`src/rtl/adc_reader.sv`:
```
// adc_reader: SPI master front end for a 12-bit serial ADC with optional offset-binary to two's complement conversion
module adc_reader #(
    parameter int WIDTH        = 12,
    parameter int LEAD_BITS    = 4,
    parameter int FRAME_BITS   = 16,
    parameter int CLK_DIV      = 2,
    parameter int QUIET_CYCLES = 4,
    parameter bit SIGNED       = 1'b1
) (
    input  logic             clk,
    input  logic             reset,
    input  logic             start,
    input  logic             adc_sd,
    output logic             adc_cs,
    output logic             adc_clk,
    output logic [WIDTH-1:0] sample,
    output logic             valid,
    output logic             frame_err,
    output logic             busy
);
    typedef enum logic [1:0] {IDLE, SETUP, SHIFT, QUIET} state_t;

    localparam int CMAX = (CLK_DIV > QUIET_CYCLES) ? CLK_DIV : QUIET_CYCLES;
    localparam int CW   = $clog2(CMAX + 1);
    localparam int BW   = $clog2(FRAME_BITS + 1);
    localparam logic [CW-1:0]    DIV_LAST   = CW'(CLK_DIV - 1);
    localparam logic [CW-1:0]    QUIET_LAST = CW'(QUIET_CYCLES - 1);
    localparam logic [BW-1:0]    BIT_LAST   = BW'(FRAME_BITS - 1);
    localparam logic [BW-1:0]    LEAD_END   = BW'(LEAD_BITS);
    localparam logic [BW-1:0]    DATA_END   = BW'(LEAD_BITS + WIDTH);
    localparam logic [WIDTH-1:0] MSB_FLIP   = SIGNED ? {1'b1, {(WIDTH-1){1'b0}}} : '0;

    state_t           state_q, state_d;
    logic [CW-1:0]    cnt_q, cnt_d;
    logic [BW-1:0]    bit_q, bit_d;
    logic             high_q, high_d;
    logic             cs_q, cs_d;
    logic             sclk_q, sclk_d;
    logic [WIDTH-1:0] shreg_q, shreg_d;
    logic             err_q, err_d;
    logic [WIDTH-1:0] sample_q, sample_d;
    logic             valid_q, valid_d;
    logic             frame_err_q, frame_err_d;

    logic div_done, quiet_done, last_bit;

    assign div_done   = cnt_q == DIV_LAST;
    assign quiet_done = cnt_q == QUIET_LAST;
    assign last_bit   = bit_q == BIT_LAST;

    // State and datapath registers; reset returns the pins to their idle levels
    always_ff @(posedge clk) begin
        if (reset) begin
            state_q     <= IDLE;
            cnt_q       <= '0;
            bit_q       <= '0;
            high_q      <= 1'b0;
            cs_q        <= 1'b1;
            sclk_q      <= 1'b1;
            shreg_q     <= '0;
            err_q       <= 1'b0;
            sample_q    <= '0;
            valid_q     <= 1'b0;
            frame_err_q <= 1'b0;
        end else begin
            state_q     <= state_d;
            cnt_q       <= cnt_d;
            bit_q       <= bit_d;
            high_q      <= high_d;
            cs_q        <= cs_d;
            sclk_q      <= sclk_d;
            shreg_q     <= shreg_d;
            err_q       <= err_d;
            sample_q    <= sample_d;
            valid_q     <= valid_d;
            frame_err_q <= frame_err_d;
        end
    end

    // Next-state: a frame ends after the high phase of the last bit
    always_comb begin
        state_d = state_q;
        unique case (state_q)
            IDLE:    state_d = start ? SETUP : IDLE;
            SETUP:   state_d = div_done ? SHIFT : SETUP;
            SHIFT:   state_d = (div_done && high_q && last_bit) ? QUIET : SHIFT;
            QUIET:   state_d = quiet_done ? IDLE : QUIET;
            default: state_d = IDLE;
        endcase
    end

    // Counters, bit capture and registered pin levels derived from the upcoming state
    always_comb begin
        cnt_d       = (state_d != state_q) ? '0 : cnt_q + 1'b1;
        bit_d       = bit_q;
        high_d      = high_q;
        shreg_d     = shreg_q;
        err_d       = err_q;
        sample_d    = sample_q;
        valid_d     = 1'b0;
        frame_err_d = frame_err_q;
        unique case (state_q)
            IDLE: begin
                if (start) begin
                    bit_d   = '0;
                    high_d  = 1'b0;
                    shreg_d = '0;
                    err_d   = 1'b0;
                end
            end
            SHIFT: begin
                if (div_done) begin
                    cnt_d = '0;
                    if (!high_q) begin
                        high_d = 1'b1;
                        err_d  = err_q | ((bit_q < LEAD_END) & adc_sd);
                        if (bit_q >= LEAD_END && bit_q < DATA_END)
                            shreg_d = {shreg_q[WIDTH-2:0], adc_sd};
                    end else begin
                        high_d = 1'b0;
                        bit_d  = bit_q + 1'b1;
                        if (last_bit) begin
                            sample_d    = shreg_q ^ MSB_FLIP;
                            frame_err_d = err_q;
                            valid_d     = 1'b1;
                        end
                    end
                end
            end
            default: ;
        endcase
        cs_d   = !(state_d == SETUP || state_d == SHIFT);
        sclk_d = !(state_d == SHIFT && !high_d);
    end

    assign adc_cs    = cs_q;
    assign adc_clk   = sclk_q;
    assign sample    = sample_q;
    assign valid     = valid_q;
    assign frame_err = frame_err_q;
    assign busy      = state_q != IDLE;
endmodule

```
`config.mk`:
```
export PLATFORM = sky130hd
export DESIGN_NAME = adc_reader
export DESIGN_NICKNAME = d
export VERILOG_FILES = /design/src/rtl/adc_reader.sv
export SDC_FILE = /design/constraint.sdc
export NUM_CORES = 1
export LEC_CHECK = 0
export CAP_MARGIN = 10
export CORE_MARGIN = 2
export CORE_UTILIZATION = 55
export CTS_BUF_LIST = sky130_fd_sc_hd__clkbuf_4
export DETAILED_ROUTE_END_ITERATION = 12
export GPL_ROUTABILITY_DRIVEN = 0
export GPL_TIMING_DRIVEN = 0
export PLACE_DENSITY = 0.78
export SYNTH_ARGS = -nofsm -noshare
export SYNTH_HDL_FRONTEND = slang
export SYNTH_SLANG_ARGS = --single-unit
```
`constraint.sdc`:
```
create_clock -name clk -period 4.3 [get_ports clk]
set_input_delay 1.075 -clock clk [delete_from_list [all_inputs] [get_ports clk]]
set_output_delay 1.075 -clock clk [all_outputs]
set_load 0.1 [all_outputs]
```
== Word level (Yosys, flattened, before mapping) ==
Index checks and enable logic that the tools add are counted.
Storage, ports and cells
  register bits after elaboration: 40
  input port bits: 4
  output and inout bits: 17
Cells by class
  add/sub/neg operators: 2
  $lt $le $gt $ge: 3
  eq/ne operators: 14
  muxes and demuxes: 26
  bitwise operators: 6
  reductions and logical operators: 16
Operators with widths (number)
  $mux W12: 4
  $pmux W12 S2: 1
  $mux W5: 3
  $reduce_and A4 Y1: 3
  $ne A2 B2 Y1 const B: 5
  $pmux W5 S2: 1
  $mux W1: 9
  $mux W3: 3
  $pmux W2 S4: 1
  $eq A2 B2 Y1 const B: 3
  $add A5 B1 Y5 const B: 1
  $eq A5 B4 Y1 const B: 1
  $ge A5 B3 Y1 const B: 1
  $lt A5 B3 Y1 const B: 1
  $lt A5 B5 Y1 const B: 1
  $reduce_and A5 Y1: 1
  $eq A2 B1 Y1 const B: 2
  $logic_and A1 B1 Y1: 4
  $mux W2: 2
  $not A1 Y1: 4
  $pmux W1 S2: 2
  $reduce_bool A2 Y1: 2
  $reduce_or A4 Y1: 1
  $add A3 B1 Y3 const B: 1
  8 further kinds: 10

== Depth between registers and ports, before layout ==
Gate-level depths: netlist of run 1.
  depth in word-level cells: 9
  gate-level depth with buffers: 9

== Least setup slack after synthesis of run 1 ==
OpenSTA, ideal clock, no wires.
  path kind: register to register
  from: reg cnt_q[0]
  to: reg cs_q, in the netlist adc_cs
  library setup time: 123 ps
  arrival time: 2068 ps
  required time: 4177 ps
  setup slack: 2109 ps
  cell stages (with the launch flop): 9
  path buffers: 0
  period minus slack after synthesis: 2191 ps
  cell sequence: dfxtp_1 > ha_1 > nor2b_1 > ha_1 > nand3b_1 > a31o_2 > or2_2 > ha_1 > or2_2
Between the ends
  longest elaborated chain between the ends: 8
RTL lines
  from (decl): RTL line 34  | logic [CW-1:0] cnt_q, cnt_d;
  from (signal assigned): RTL line 67  | cnt_q <= cnt_d;
  $eq A3 B1 Y1: RTL line 47  | assign div_done = cnt_q == DIV_LAST;
  $logic_and A1 B1 Y1 (2 in series): RTL line 86  | SHIFT: state_d = (div_done && high_q && last_bit) ? QUIET : SHIFT;
  $mux W1: RTL line 86
  $pmux W2 S4 *: RTL line 83  | unique case (state_q)
  $eq A2 B1 Y1 or $eq A2 B2 Y1 (tied branches): RTL line 132  | cs_d = !(state_d == SETUP || state_d == SHIFT);
  $logic_or A1 B1 Y1 *: RTL line 132
  $logic_not A1 Y1 *: RTL line 132
  via cs_d: RTL line 37  | logic cs_q, cs_d;
  to (signal assigned): RTL line 70  | cs_q <= cs_d;
  to (decl): RTL line 37
The timed path passes the listed nets; every way through them passes the cells marked *.
A chain may end at the register's enable or synchronous reset.

== Worst setup path in the final report of run 1 ==
  from: reg state_q[0]
  to: out busy
Between the ends
  longest elaborated chain between the ends: 1
RTL lines
  from (decl): RTL line 33  | state_t state_q, state_d;
  from (signal assigned): RTL line 66  | state_q <= state_d;
  $reduce_bool A2 Y1: RTL line 141  | assign busy = state_q != IDLE;
  to (decl): RTL line 19  | output logic busy
No other way between the ends.

==> impl_metrics.tcl, run 1 <==
set metrics [dict create \
    synth_cells 212 \
    synth_fa_ha_area_share_pct 5.37 \
    cts_resized 0 \
    cts.htree.levels 2 \
    crit_type "flop to output pin" \
    synth-compound-area-share_pct 18.0 \
    core_area_sq_um 3280 \
    synth_top_area_share_pct 42.9 \
    power_density_nw_per_um2 357 \
    rsz0062_at_grt "false" \
    globalRouteTotalUtil_pct 21.5 \
    setup_viol 0 \
    fin_tns_setup_ns 0 \
    clkLatencyLatePin_ns 0.35 \
    hp-class "flop to flop" \
    min_to "sample[8]" \
    power.leakage_nw 0.754 \
    fp.dieW_um 62.2 \
    worstPathArrival_ns 2.29 \
    ys_seq_area_share_pct 42.9 \
    hp-start "sample[8]" \
    layout_min_cycle_time_ns 3.36 \
    routed_wl_um 3870 \
    diodes 0 \
    yosys.cell_count.top_type "dfxtp_1" \
    holdPathStages 2 \
    dieArea_sq_um 3870 \
    fmax_ghz 0.297 \
    reg2reg_to "adc_cs" \
    grt_start_max_net_pins 13 \
    status "finished, final reports clean" \
    synth-seq-cells 40 \
    worstPathMaxFanout 10 \
    cts_setup_buffers 0 \
    fp-row-count 21 \
    initial_core_util_pct 56.8 \
    maxSlewViolCount 0 \
    endpoint_kind "output pin" \
    synth_simple_gate_area_share_pct 24.9 \
    drt_iter0_drc 85 \
    num_vias 1610 \
    io_pins 21 \
    synth_xor_area_share_pct 0 \
    r2r_slack_ns 1.85 \
    r2r_cells 8 \
    vias_per_cell 5.65 \
    synth_area_sq_um 1870 \
    portBuffers 19 \
    layout-drive-gt1-share_pct 11.7 \
    die-height_um 62.2 \
    irDropWorstVdd_mv 0.209 \
    synth.area.top_cells "dfxtp_1, a21oi_1, nand2_1" \
    clock_path_buffers 2 \
    clkTransAtPathRegs_ns 0.12 \
    drt-wirelength-per-cell_um 13.6 \
    nNetsFinal 250 \
    fillers 282 \
    synth_mux_area_share_pct 2.75 \
    critical_path_required_ns 3.22 \
    antenna_left 0 \
    fin_skew_ns 0.00664 \
    synthDistinctLibCells 44 \
    root_buffer "clkbuf_4" \
    firstDrtPassIters 5 \
    synth_top_family_by_area "simple AND/OR/NAND/NOR gates" \
    drc_errors 0 \
    cts.sinks 40 \
    grt_pass1_wl_um 6540 \
    worstSetupStartpointType "flop" \
    numCtsBuffers 5 \
    async_reset_ff_share_pct 0 \
    relSlewSlack_pct 35.5 \
    cts_tree "built" \
    place_area_sq_um 2110 \
    final_area_sq_um 2190 \
    place_hpwl_um 2750 \
    synth_edf_count 0 \
    r2r_start "cnt_q[0]" \
    hold_viol 0 \
    maxCapViolCount 0 \
    yosys_warnings 0 \
    yosysTopAreaCell "dfxtp_1" \
    cts_hold_buf 0 \
    antenna_found_initial 0 \
    fin_crit_sh_pct 78.2 \
    synth_commonest_cells "dfxtp_1, nand2_1, a21oi_1" \
    worst_pin_slew_ns 0.965 \
    syn-num-nets 224 \
    area_growth_pct 17.6 \
    grt_pass1_vias 1439 \
    synth.avg_cell_area_sq_um 8.80 \
    grt-ovfl-total 0 \
    synth_flop_cell "dfxtp_1" \
]
-- logic make-up after synthesis --
logic type | count (synthesis)
and+or+nand+nor | 84
AOI/OAI and AO/OA | 50
DFF | 40
buffers and inverters | 25
adders and majority gates | 8
muxes | 5
-- registers in the layout, summed over array words and instances (netlist names) --
name       count
err_q          1
adc_clk        1
sample        12
shreg_q       12
adc_cs         1
cnt_q          3
high_q         1
state_q        2
bit_q          5
valid          1
frame_err      1
-- metal layers --
layer | track usage, % | part of all wire [%] | vias to the layer above
li1 | - | - | 815
met4 | 11.1 | 1.6 | 0
met2 | 35.1 | 48 | 45
met1 | 25.7 | 44 | 743
met5 | 0 | 0 | -
met3 | 6.16 | 6.1 | 7
-- worst max path at each step --
stage | start | endpoint | slack (ns)
CTS | state_q[0] | busy | 0.93
global placement | state_q[0] | busy | 1.33
finish | state_q[0] | busy | 0.94
global route | state_q[0] | busy | 0.84
floorplan | cnt_q[0] | adc_cs | 2.11
detailed placement | state_q[0] | busy | 1.33
-- power breakdown --
| group | switching, mW | internal [mW] |
|---|---|---|
| sequential | 0.00779 | 0.380 |
| combinational | 0.0967 | 0.0514 |
| clock | 0.119 | 0.128 |
| total | 0.223 | 0.559 |
-- layout make-up --
type                    count  area [sq um]  area share, %
flip-flops and latches     40           801           36.5
clock inverters             2          35.0           1.60
plain buffers              17          83.8           3.82
clock buffers               6          45.0           2.05
inverters                   8          30.0           1.37
well taps                  46          57.6           2.62
repair buffers             19           190           8.67
multi-input cells         147           951           43.4
-- worst max-delay path: stages, from the launching register on --
cell             delay [ns]
dfxtp_1                0.44
buf_2                  0.23
or2_2                  0.14
clkdlybuf4s50_1        1.12
-- per-stage QoR --
stage	instances	setup WS [ns]	total power, mW	hold WS [ns]	utilization (%)
floorplan	212	2.11	0.510	0.407	-
global placement	277	1.33	0.542	0.434	64.3
detailed placement	277	1.33	0.543	0.441	64.3
CTS	285	0.926	0.789	0.463	66.8
global route	285	0.840	0.821	0.481	66.8
finish	285	0.937	0.783	0.459	66.8
-- placed cells by master, fill, tap and decap left out, types with 6 or more instances in the layout --
cell	synthesis	layout
a21oi_1	27	27
clkbuf_1	7	7
ha_1	8	8
o311ai_1	9	9
clkbuf_4	0	6
dfxtp_1	40	40
buf_2	7	7
nand2_1	31	31
nand4_1	12	12
clkdlybuf4s50_1	0	19
inv_1	7	7
Power figures use the tool's default switching activity.
==> inputs of run 2 (changes only) <==
CORE_UTILIZATION = 52   (was 55)
clock period = 3 ns   (was 4.3 ns; I/O delays follow)
==> run 2 against run 1 <==
  * Cell count unchanged
  * Clock power up 47%
  * Count of clock-buffer cells in the layout unchanged
  * Register-to-register slack worse by 1.3 ns
  * Final area about the same
  * Setup slack worse by 0.71 ns
  * Sequential power up 43%
  * Critical path depth unchanged
  * Die area up 5.4%
  * Critical path type unchanged
  * Critical endpoint unchanged
  * Largest cell class unchanged
==> impl_metrics.tcl, run 2 (same netlist as run 1, synthesis figures left out) <==
set metrics [dict create \
    status "finished, final reports clean" \
    post-route-util_pct 64.7 \
    setup_viol 0 \
    die-height_um 63.9 \
    fin_skew_ns 0.0123 \
    antenna_left 0 \
    clkTransAtPathRegs_ns 0.13 \
    clock_path_buffers 2 \
    grt-ovfl-total 0 \
    worstPathArrival_ns 2.03 \
    p_switching_mw 0.328 \
    rsz0062_at_grt "false" \
    worstPathMaxFanout 10 \
    cts_resized 1 \
    routed_wl_um 3890 \
    relSlewSlack_pct 35.5 \
    power.leakage_nw 0.757 \
    vias_per_cell 5.69 \
    firstDrtPassIters 4 \
    critical_path_required_ns 2.25 \
    crit_type "flop to output pin" \
    layout-drive-gt1-share_pct 11.7 \
    place_hpwl_um 2770 \
    maxCapViolCount 0 \
    numCtsBuffers 5 \
    io_pins 21 \
    power_frac_comb_pct 18.6 \
    portBuffers 19 \
    pwr-share-seq_pct 49.3 \
    drt_iter0_drc 56 \
    fin_tns_setup_ns 0 \
    critical-path-max-stage-delay_ns 0.84 \
    power_density_nw_per_um2 515 \
    cp_cell_sequence "buf_2, or2_2, dlygate4sd2_1" \
    cts.sinks 40 \
    timing.hold.ws_ns 0.452 \
    worst_pin_slew_ns 0.964 \
    maxSlewViolCount 0 \
    nNetsFinal 250 \
    core_area_sq_um 3390 \
    dieArea_sq_um 4080 \
    grt_start_max_net_pins 13 \
    cts_hold_buf 0 \
    crit_path_top_delay_cell "dlygate4sd2_1" \
    root_buffer "clkbuf_4" \
    drt-wirelength-per-cell_um 13.6 \
    drc_errors 0 \
    antenna_found_initial 0 \
    cts_tree "built" \
    num_vias 1623 \
    initial_core_util_pct 55.0 \
    grt_pass1_wl_um 6690 \
    layout_commonest_cell "dfxtp_1" \
    hp-class "flop to flop" \
    area_growth_pct 17.5 \
    final_cell_mix "dfxtp_1, nand2_1, a21oi_1" \
    fin_crit_sh_pct 92.5 \
    cts.htree.levels 2 \
    fp-row-count 21 \
    hold_viol 0 \
    diodes 0 \
    p_int_mw 0.800 \
    clock_power_share_pct 32.1 \
    layout_min_cycle_time_ns 2.78 \
    irDropWorstVdd_mv 0.286 \
    clkLatencyLatePin_ns 0.35 \
    globalRouteTotalUtil_pct 21.0 \
    fmax_ghz 0.360 \
    worstSetupStartpointType "flop" \
    cts_setup_buffers 0 \
    switching_share_pct 29.1 \
    grt_pass1_vias 1416 \
    fp.dieW_um 63.9 \
    endpoint_kind "output pin" \
]
[run 2: cell types whose count changed in the layout (fill, tap and decap cells not counted)]
cell | previous run | this run
dlygate4sd2_1 | 0 | 1
clkdlybuf4s50_1 | 19 | 18
[run 2: path summary, 6_finish.rpt]
check	depth (start not counted)	slack, ns	from	end
worst min-delay path	1	0.45	shreg_q[11]	sample[11]
worst min register to register	1	0.45	shreg_q[11]	sample[11]
worst max register to register	8	0.55	cnt_q[0]	adc_cs
worst max-delay path	3	0.22	state_q[0]	busy
[run 2: final cells by class]
cell class,instances,area (sq um)
clock buffer,6,45.0
sequential,40,801
inverter,8,30.0
fill,296,1200
multi-input combinational,147,951
tap,46,57.6
timing repair buffer,19,189
clock inverter,2,35.0
buffer,17,83.8
[run 2: worst max-delay path, delay by kind of cell, from the launching register on]
family / cells / cell delay, ns
buf+inv: 2 / 1.08
flops: 1 / 0.45
simple gates: 1 / 0.14
[run 2: metal layers]
metal,wire (um),global-route usage (%)
met3,173,5.28
met5,0,0
met4,72,9.78
met2,1750,31.4
met1,1890,28.3
[run 2: power by group through the flow]
stage | registers [mW] | clock network (mW) | logic, mW
floorplan | 0.592 | 0 | 0.139
global placement | 0.567 | 0 | 0.208
detailed placement | 0.568 | 0 | 0.210
CTS | 0.555 | 0.368 | 0.209
global route | 0.558 | 0.386 | 0.228
finish | 0.556 | 0.363 | 0.210
[run 2: metrics by stage]
stage	instance area [sq um]	setup slack [ns]	total power [mW]	std cells
after detailed placement	2110	0.352	0.778	277
final	2190	0.225	1.13	285
after CTS	2190	0.227	1.13	285
after floorplan	1870	0.809	0.732	212
after global routing	2190	0.103	1.17	285
after global placement	2110	0.342	0.775	277
